## src/rtl/decode_pipe.sv

```systemverilog
// Decode stage for the WISC-SP13 pipeline: register file with write-through, immediate
// extension, load-use hazard detection and a backpressured, flushable ID/EX register.
module decode_pipe #(
    parameter int DATA_W   = 16,
    parameter int NUM_REGS = 8,
    parameter int CTRL_W   = 16,
    localparam int REG_AW  = $clog2(NUM_REGS)
) (
    input  logic              clk,
    input  logic              rst,
    input  logic              instr_valid,
    input  logic [15:0]       instr,
    input  logic [CTRL_W-1:0] ctrl_in,
    input  logic              ctrl_err,
    input  logic              uses_a,
    input  logic              uses_b,
    input  logic [REG_AW-1:0] id_dst,
    input  logic              id_is_load,
    input  logic              wb_we,
    input  logic [REG_AW-1:0] wb_sel,
    input  logic [DATA_W-1:0] wb_data,
    input  logic              ex_ready,
    input  logic              ex_flush,
    output logic              id_stall,
    output logic              ex_valid,
    output logic [CTRL_W-1:0] ex_ctrl,
    output logic [DATA_W-1:0] ex_a,
    output logic [DATA_W-1:0] ex_b,
    output logic [REG_AW-1:0] ex_rs,
    output logic [REG_AW-1:0] ex_rt,
    output logic [REG_AW-1:0] ex_dst,
    output logic              ex_is_load,
    output logic [DATA_W-1:0] ex_se4,
    output logic [DATA_W-1:0] ex_ze4,
    output logic [DATA_W-1:0] ex_se7,
    output logic [DATA_W-1:0] ex_ze7,
    output logic [DATA_W-1:0] ex_se10,
    output logic              err
);

    function automatic logic signed [DATA_W-1:0] sext5(input logic [4:0] f);
        return {{(DATA_W-5){f[4]}}, f};
    endfunction

    function automatic logic signed [DATA_W-1:0] sext8(input logic [7:0] f);
        return {{(DATA_W-8){f[7]}}, f};
    endfunction

    function automatic logic signed [DATA_W-1:0] sext11(input logic [10:0] f);
        return {{(DATA_W-11){f[10]}}, f};
    endfunction

    function automatic logic [DATA_W-1:0] zext5(input logic [4:0] f);
        return {{(DATA_W-5){1'b0}}, f};
    endfunction

    function automatic logic [DATA_W-1:0] zext8(input logic [7:0] f);
        return {{(DATA_W-8){1'b0}}, f};
    endfunction

    logic signed [DATA_W-1:0] rf [NUM_REGS];

    logic [REG_AW-1:0]        rs_p0, rt_p0;
    logic signed [DATA_W-1:0] a_p0, b_p0;
    logic                     hazard, advance;
    logic                     unused_instr;

    logic                     vld_p1;
    logic [CTRL_W-1:0]        ctrl_p1;
    logic signed [DATA_W-1:0] a_p1, b_p1, se4_p1, se7_p1, se10_p1;
    logic [DATA_W-1:0]        ze4_p1, ze7_p1;
    logic [REG_AW-1:0]        rs_p1, rt_p1, dst_p1;
    logic                     is_load_p1;
    logic                     err_p1;

    // Decode stage (p0): register reads with write-through and hazard detection
    assign rs_p0        = instr[8 +: REG_AW];
    assign rt_p0        = instr[5 +: REG_AW];
    assign unused_instr = ^instr;

    assign a_p0 = (wb_we && wb_sel == rs_p0) ? wb_data : rf[rs_p0];
    assign b_p0 = (wb_we && wb_sel == rt_p0) ? wb_data : rf[rt_p0];

    assign hazard   = instr_valid & vld_p1 & is_load_p1 &
                      ((uses_a & (rs_p0 == dst_p1)) | (uses_b & (rt_p0 == dst_p1)));
    assign advance  = !vld_p1 | ex_ready;
    assign id_stall = !ex_flush & instr_valid & (!advance | hazard);

    always_ff @(posedge clk or posedge rst) begin
        if (rst) begin
            for (int i = 0; i < NUM_REGS; i++) rf[i] <= '0;
        end else if (wb_we) begin
            rf[wb_sel] <= wb_data;
        end
    end

    // ID/EX stage (p1): flush beats hold, hold beats bubble, bubble beats capture
    always_ff @(posedge clk or posedge rst) begin
        if (rst) begin
            vld_p1     <= 1'b0;
            ctrl_p1    <= '0;
            a_p1       <= '0;
            b_p1       <= '0;
            se4_p1     <= '0;
            ze4_p1     <= '0;
            se7_p1     <= '0;
            ze7_p1     <= '0;
            se10_p1    <= '0;
            rs_p1      <= '0;
            rt_p1      <= '0;
            dst_p1     <= '0;
            is_load_p1 <= 1'b0;
            err_p1     <= 1'b0;
        end else if (ex_flush) begin
            vld_p1 <= 1'b0;
        end else if (advance) begin
            if (hazard) begin
                vld_p1 <= 1'b0;
            end else begin
                vld_p1     <= instr_valid;
                ctrl_p1    <= ctrl_in;
                a_p1       <= a_p0;
                b_p1       <= b_p0;
                se4_p1     <= sext5(instr[4:0]);
                ze4_p1     <= zext5(instr[4:0]);
                se7_p1     <= sext8(instr[7:0]);
                ze7_p1     <= zext8(instr[7:0]);
                se10_p1    <= sext11(instr[10:0]);
                rs_p1      <= rs_p0;
                rt_p1      <= rt_p0;
                dst_p1     <= id_dst;
                is_load_p1 <= id_is_load;
                if (instr_valid && ctrl_err) err_p1 <= 1'b1;
            end
        end
    end

    assign ex_valid   = vld_p1;
    assign ex_ctrl    = ctrl_p1;
    assign ex_a       = a_p1;
    assign ex_b       = b_p1;
    assign ex_se4     = se4_p1;
    assign ex_ze4     = ze4_p1;
    assign ex_se7     = se7_p1;
    assign ex_ze7     = ze7_p1;
    assign ex_se10    = se10_p1;
    assign ex_rs      = rs_p1;
    assign ex_rt      = rt_p1;
    assign ex_dst     = dst_p1;
    assign ex_is_load = is_load_p1;
    assign err        = err_p1;

endmodule

```

## config.mk

```make
export PLATFORM = sky130hd
export DESIGN_NAME = decode_pipe
export DESIGN_NICKNAME = d
export VERILOG_FILES = /design/src/rtl/decode_pipe.sv
export SDC_FILE = /design/constraint.sdc
export NUM_CORES = 1
export LEC_CHECK = 0
export BUFFER_PORTS_ARGS = -buffer_cell sky130_fd_sc_hd__buf_2
export CAP_MARGIN = 25
export CORE_AREA = 5 5 141 143
export CTS_BUF_LIST = sky130_fd_sc_hd__clkbuf_8
export DETAILED_ROUTE_END_ITERATION = 10
export DIE_AREA = 0 0 146 148
export GPL_TIMING_DRIVEN = 0
export PLACE_DENSITY = 0.86
export SLEW_MARGIN = 20
export SYNTH_ARGS = -nofsm -noshare
export SYNTH_HDL_FRONTEND = slang
export SYNTH_SLANG_ARGS = --single-unit
```

## constraint.sdc

```tcl
create_clock -name clk -period 8.2 [get_ports clk]
set_clock_uncertainty 0.1 [all_clocks]
set_input_delay 1.64 -clock clk [delete_from_list [all_inputs] [get_ports clk]]
set_output_delay 1.64 -clock clk [all_outputs]
set_load 0.005 [all_outputs]
```

==> Yosys cells after proc, flatten, opt, wreduce, memory -nomap -nowiden <==
Index checks and enable logic that the tools add are counted.
{ "word_totals": {"reg_bits": 225, "input_bits": 64, "elab_cells": 69} }
{ "classes": {"mux": 14, "eq_ne": 4, "bitwise": 15, "n_reduce_logical": 10, "n_lt_le_gt_ge": 4} }
{ "op_table": {"columns": ["op", "n"], "rows": [
  ["$bwmux W128", 1],
  ["$mux W16", 7],
  ["$bmux W16 S3", 2],
  ["$demux W16 S3", 1],
  ["$eq A3 B3 Y1", 4],
  ["$ge A4 B4 Y1 const B", 3],
  ["$not A3 Y4", 3],
  ["$and A1 B1 Y1", 7],
  ["$logic_and A1 B1 Y1", 4],
  ["$lt A4 B1 Y1 const B", 1],
  ["$reduce_and A4 Y1", 1],
  ["$logic_not A1 Y1", 3],
  ["$mux W1", 3],
  ["$or A1 B1 Y1", 3],
  ["$reduce_and A3 Y1", 1],
  ["$not A1 Y1", 2],
  ["$reduce_bool A2 Y1", 1]
]} }

==> Depth between registers and ports, before layout <==
{ "logic_depth": {"depth_word": 7, "mapped_depth": 8, "mapped_depth_nobuf": 5} }

==> Least setup slack after synthesis <==
OpenSTA, ideal clock, no wires.
{ "synth_path": {"path_type": "in2out", "startpoint": "in instr[8]", "endpoint": "out id_stall", "slack_ns": 3.882, "arrival_time_ns": 2.578, "n_path_buf": 1, "stages": 6, "required_ns": 6.460, "path_cell_list": "buf_4 -> xnor2_1 -> nand4_1 -> a21oi_2 -> nor2_1 -> nor3b_1"} }
{ "synth_via": {"elab_chain_len": 6} }
{ "synth_lines": {"columns": ["item", "line", "text"], "rows": [
  ["start, declared", "12", "input logic [15:0] instr,"],
  ["$eq A3 B3 Y1", "85", "((uses_a & (rs_p0 == dst_p1)) | (uses_b & (rt_p0 == dst_p1)));"],
  ["$and A1 B1 Y1", "85", null],
  ["$or A1 B1 Y1", "85", null],
  ["$and A1 B1 Y1", "84", "assign hazard = instr_valid & vld_p1 & is_load_p1 &"],
  ["$or A1 B1 Y1", "87", "assign id_stall = !ex_flush & instr_valid & (!advance | hazard);"],
  ["$and A1 B1 Y1", "87", null],
  ["end, declared", "24", "output logic id_stall,"]
]} }
Every way passes these cells.

==> Worst setup path after layout <==
{ "layout_path": {"startpoint": "in instr[10]", "endpoint": "out id_stall"} }
The elaborated chain is that of the path after synthesis.

==> run metrics <==
placed insts=about 1200; PortBufs=between 150 and 200; pre-CTS setup slack=~3.5 ns; Max Freq=about 0.21 GHz; WP data required=6.46 ns; # rows=50; Int Power=just under 2 mW; crit path cell chain=buf_2 > buf_4 > xnor2_1 > nand4_1 > a21oi_2 > nor2_1 > nor3b_1 > buf_2; Critical Path Most Common Cell=buf_2; IO Pins=205; Worst path slowest cell=a21oi_2; CTS tree=yes; ys async rst share=1.00; register area share after synthesis=0.459; Max-Cap Viols=0; synth-to-layout area growth=15.8%; Initial Util=0.570; worst setup margin=roughly 3.5 ns; Die Span Y=~150 µm; share of the synthesized area in the top cell type=0.459; CTS Hold Bufs=0; Worst-Margin Slew=0.780 ns; Unique masters post-synth=35; Max clock buf depth=2; Worst setup startpoint=instr[10]; Tcrit/Tclk final=0.568; Worst-path clk slew=around 0.090 ns; worst skew pair latency=about 0.48 ns; Vias=approximately 7200; Syn Area/Cell=roughly 14 µm²; post_cts resized=0; post-CTS setup buffer count=0; register share of total power=0.474; Reg-to-Reg Start=ex_dst[1]; final count of negative-setup-slack endpoints=0; Comb power frac=0.280; Worst setup EP type=output port; P_sw=roughly 0.79 mW; total global-route track usage=0.251; maximum VDD drop=between 0.1 and 0.15 mV; root buf cell=clkbuf_8; H-tree levels=4; Final Hold Fails=0; DRT iter0 DRCs=621; status=finished clean; Sw Share=0.286; gr ovfl total=0; type of origin of the critical path=input port; crit path time final=~4.7 ns; gp weighted congestion=a little under 0.9; number of buffers and inverters on the critical path=3; WL/cell=around 22 µm; Clock power frac=0.246; max-slew violation count=0; Initial DRT Pass Iterations=6; largest net degree at the start of global routing=84; Die Wd=146 µm; CP Class=input port to output port; top_reg_cell synth=dfrtp_1; PwrDens=227 nW/µm²; total routed wirelength=26700 µm; Final ANT Viol Nets=0; arrival time at the worst endpoint=2.92 ns; worst min path class=register to register; Leak Pwr=between 5 and 6 nW; synthesis-stage register bit count=193; nets=around 1000; core region area=18500 µm²; via/cell ratio=between 5 and 6; initial antenna violation count=2; Setup TNS=0 ns; YS warnings=0; slew margin rel.=0.477; Synth Cell Area=10500 µm²; Synth area leader=dfrtp_1; Crit path max-delay family=buffers and inverters; HPWL Detailed=between 15000 and 20000 µm; CTS Buf Count=17; die footprint=around 22000 µm²; RSZ-0062 raised after global routing=false; Post-Syn Instances=roughly 760; DRC errors left=0; hold slack=about 0.38 ns; vias in the first global route=7258; worst hold start=err; first-pass GRT wire length=around 42000 µm; slowest stage delay, CP=roughly 0.24 ns; Pwr Total=2.77 mW; critical path peak fanout=10; EDFF count, synth=0; share of cells above drive strength 1=0.542; Layout Cells excl Fill=1206; Synth area leaders=dfrtp_1, mux2_2, mux2i_1; Clock Sink Count=~190
worst register-to-register path, stage by stage, from the launching register on:
cell,delay [ns]
dfrtp_1,0.44
xnor2_1,0.15
nand4_1,0.11
a21oi_2,0.09
nor3_4,0.53
buf_6,0.26
mux2_2,0.36
final cells by class:
cell class	count	area, µm²
Fill cell	1332	6270
Sequential cell	193	4830
Multi-Input combinational cell	441	4790
Buffer	143	962
Timing Repair Buffer	160	846
Clock buffer	23	317
Tap cell	234	293
Clock inverter	9	128
Inverter	2	15.0
Antenna cell	1	2.50
placed cells by master (no fill, tap or decap), types with 3 or more instances in the layout:
| cell type | instances |
|---|---|
| buf_4 | 83 |
| and2b_1 | 3 |
| mux2_1 | 3 |
| dfrtp_1 | 193 |
| mux4_2 | 28 |
| buf_1 | 16 |
| buf_2 | 174 |
| mux2_4 | 31 |
| nand4_1 | 3 |
| conb_1 | 19 |
| nand4b_1 | 3 |
| mux2i_1 | 64 |
| buf_6 | 12 |
| nor2_1 | 3 |
| mux2_2 | 157 |
| a22o_1 | 32 |
| bufinv_16 | 3 |
| clkbuf_1 | 15 |
| clkbuf_8 | 23 |
| nand2b_1 | 32 |
| xnor2_1 | 12 |
| mux4_1 | 4 |
| a221oi_1 | 32 |
path summary, 6_finish.rpt:
kind / endpoint / slack, ns / depth (start not counted)
max: id_stall / 3.54 / 8
max reg2reg: ex_a[6] / 6.05 / 6
min: err / 0.38 / 1
min reg2reg: err / 0.38 / 1
min in group asynchronous: rf[52] / 1.02 / 2
max in group asynchronous: rf[76] / 5.92 / 4
sequential cells by signal (all words and copies together), names as in the netlist:
register    flops
ex_a           16
ex_b           16
ex_se4          4
ex_ctrl        16
ex_se10         7
ex_is_load      1
ex_valid        1
err             1
ex_dst          3
rf            128
stage by stage:
stage | util | area (µm²)
after floorplan | - | 10600
after global placement | 0.633 | 11700
after detailed placement | 0.636 | 11700
after CTS | 0.660 | 12200
after global routing | 0.660 | 12200
final | 0.660 | 12200
logic make-up (layout without fill, tap and decap cells):
family | Yosys count | after routing | share of synthesized area
AOI/OAI and AO/OA | 67 | 67 | 0.0557
xor gates and xnor gates | 12 | 12 | 0.00998
buffers and inverters | 145 | 337 | 0.0921
DFF | 193 | 193 | 0.459
muxes | 287 | 287 | 0.346
other | 1 | 20 | 0.000356
and+or+nand+nor | 56 | 56 | 0.0368
Yosys cell counts, types with 2 or more instances:
library cell / instances
nand4b_1: 3
xnor2_1: 12
nor3_2: 2
and2b_1: 3
mux4_1: 4
nand4_1: 3
clkbuf_1: 15
mux2_4: 31
buf_1: 16
mux4_2: 28
dfrtp_1: 193
and4_1: 2
mux2i_1: 64
inv_1: 2
nand2b_1: 32
mux2_2: 157
buf_2: 16
a22o_1: 32
buf_4: 83
nor2_1: 3
mux2_1: 3
nor3b_2: 2
a221oi_1: 32
buf_6: 12
power groups by stage:
stage / Combinational, mW / Clock (mW) / Sequential, mW
after CTS: 0.778 / 0.686 / 1.31
after global placement: 0.748 / 0 / 1.31
after detailed placement: 0.775 / 0 / 1.33
after global routing: 0.840 / 0.727 / 1.34
after floorplan: 0.538 / 0 / 1.29
final: 0.776 / 0.683 / 1.31
per-layer routing:
layer	global-route usage	vias to the layer above	wire [µm]
met5	0	-	14
met4	0.0734	2	558
met3	0.0684	59	2260
met2	0.405	354	12700
met1	0.336	3711	11200
li1	-	3106	-
(Power assumes the default switching activity.)
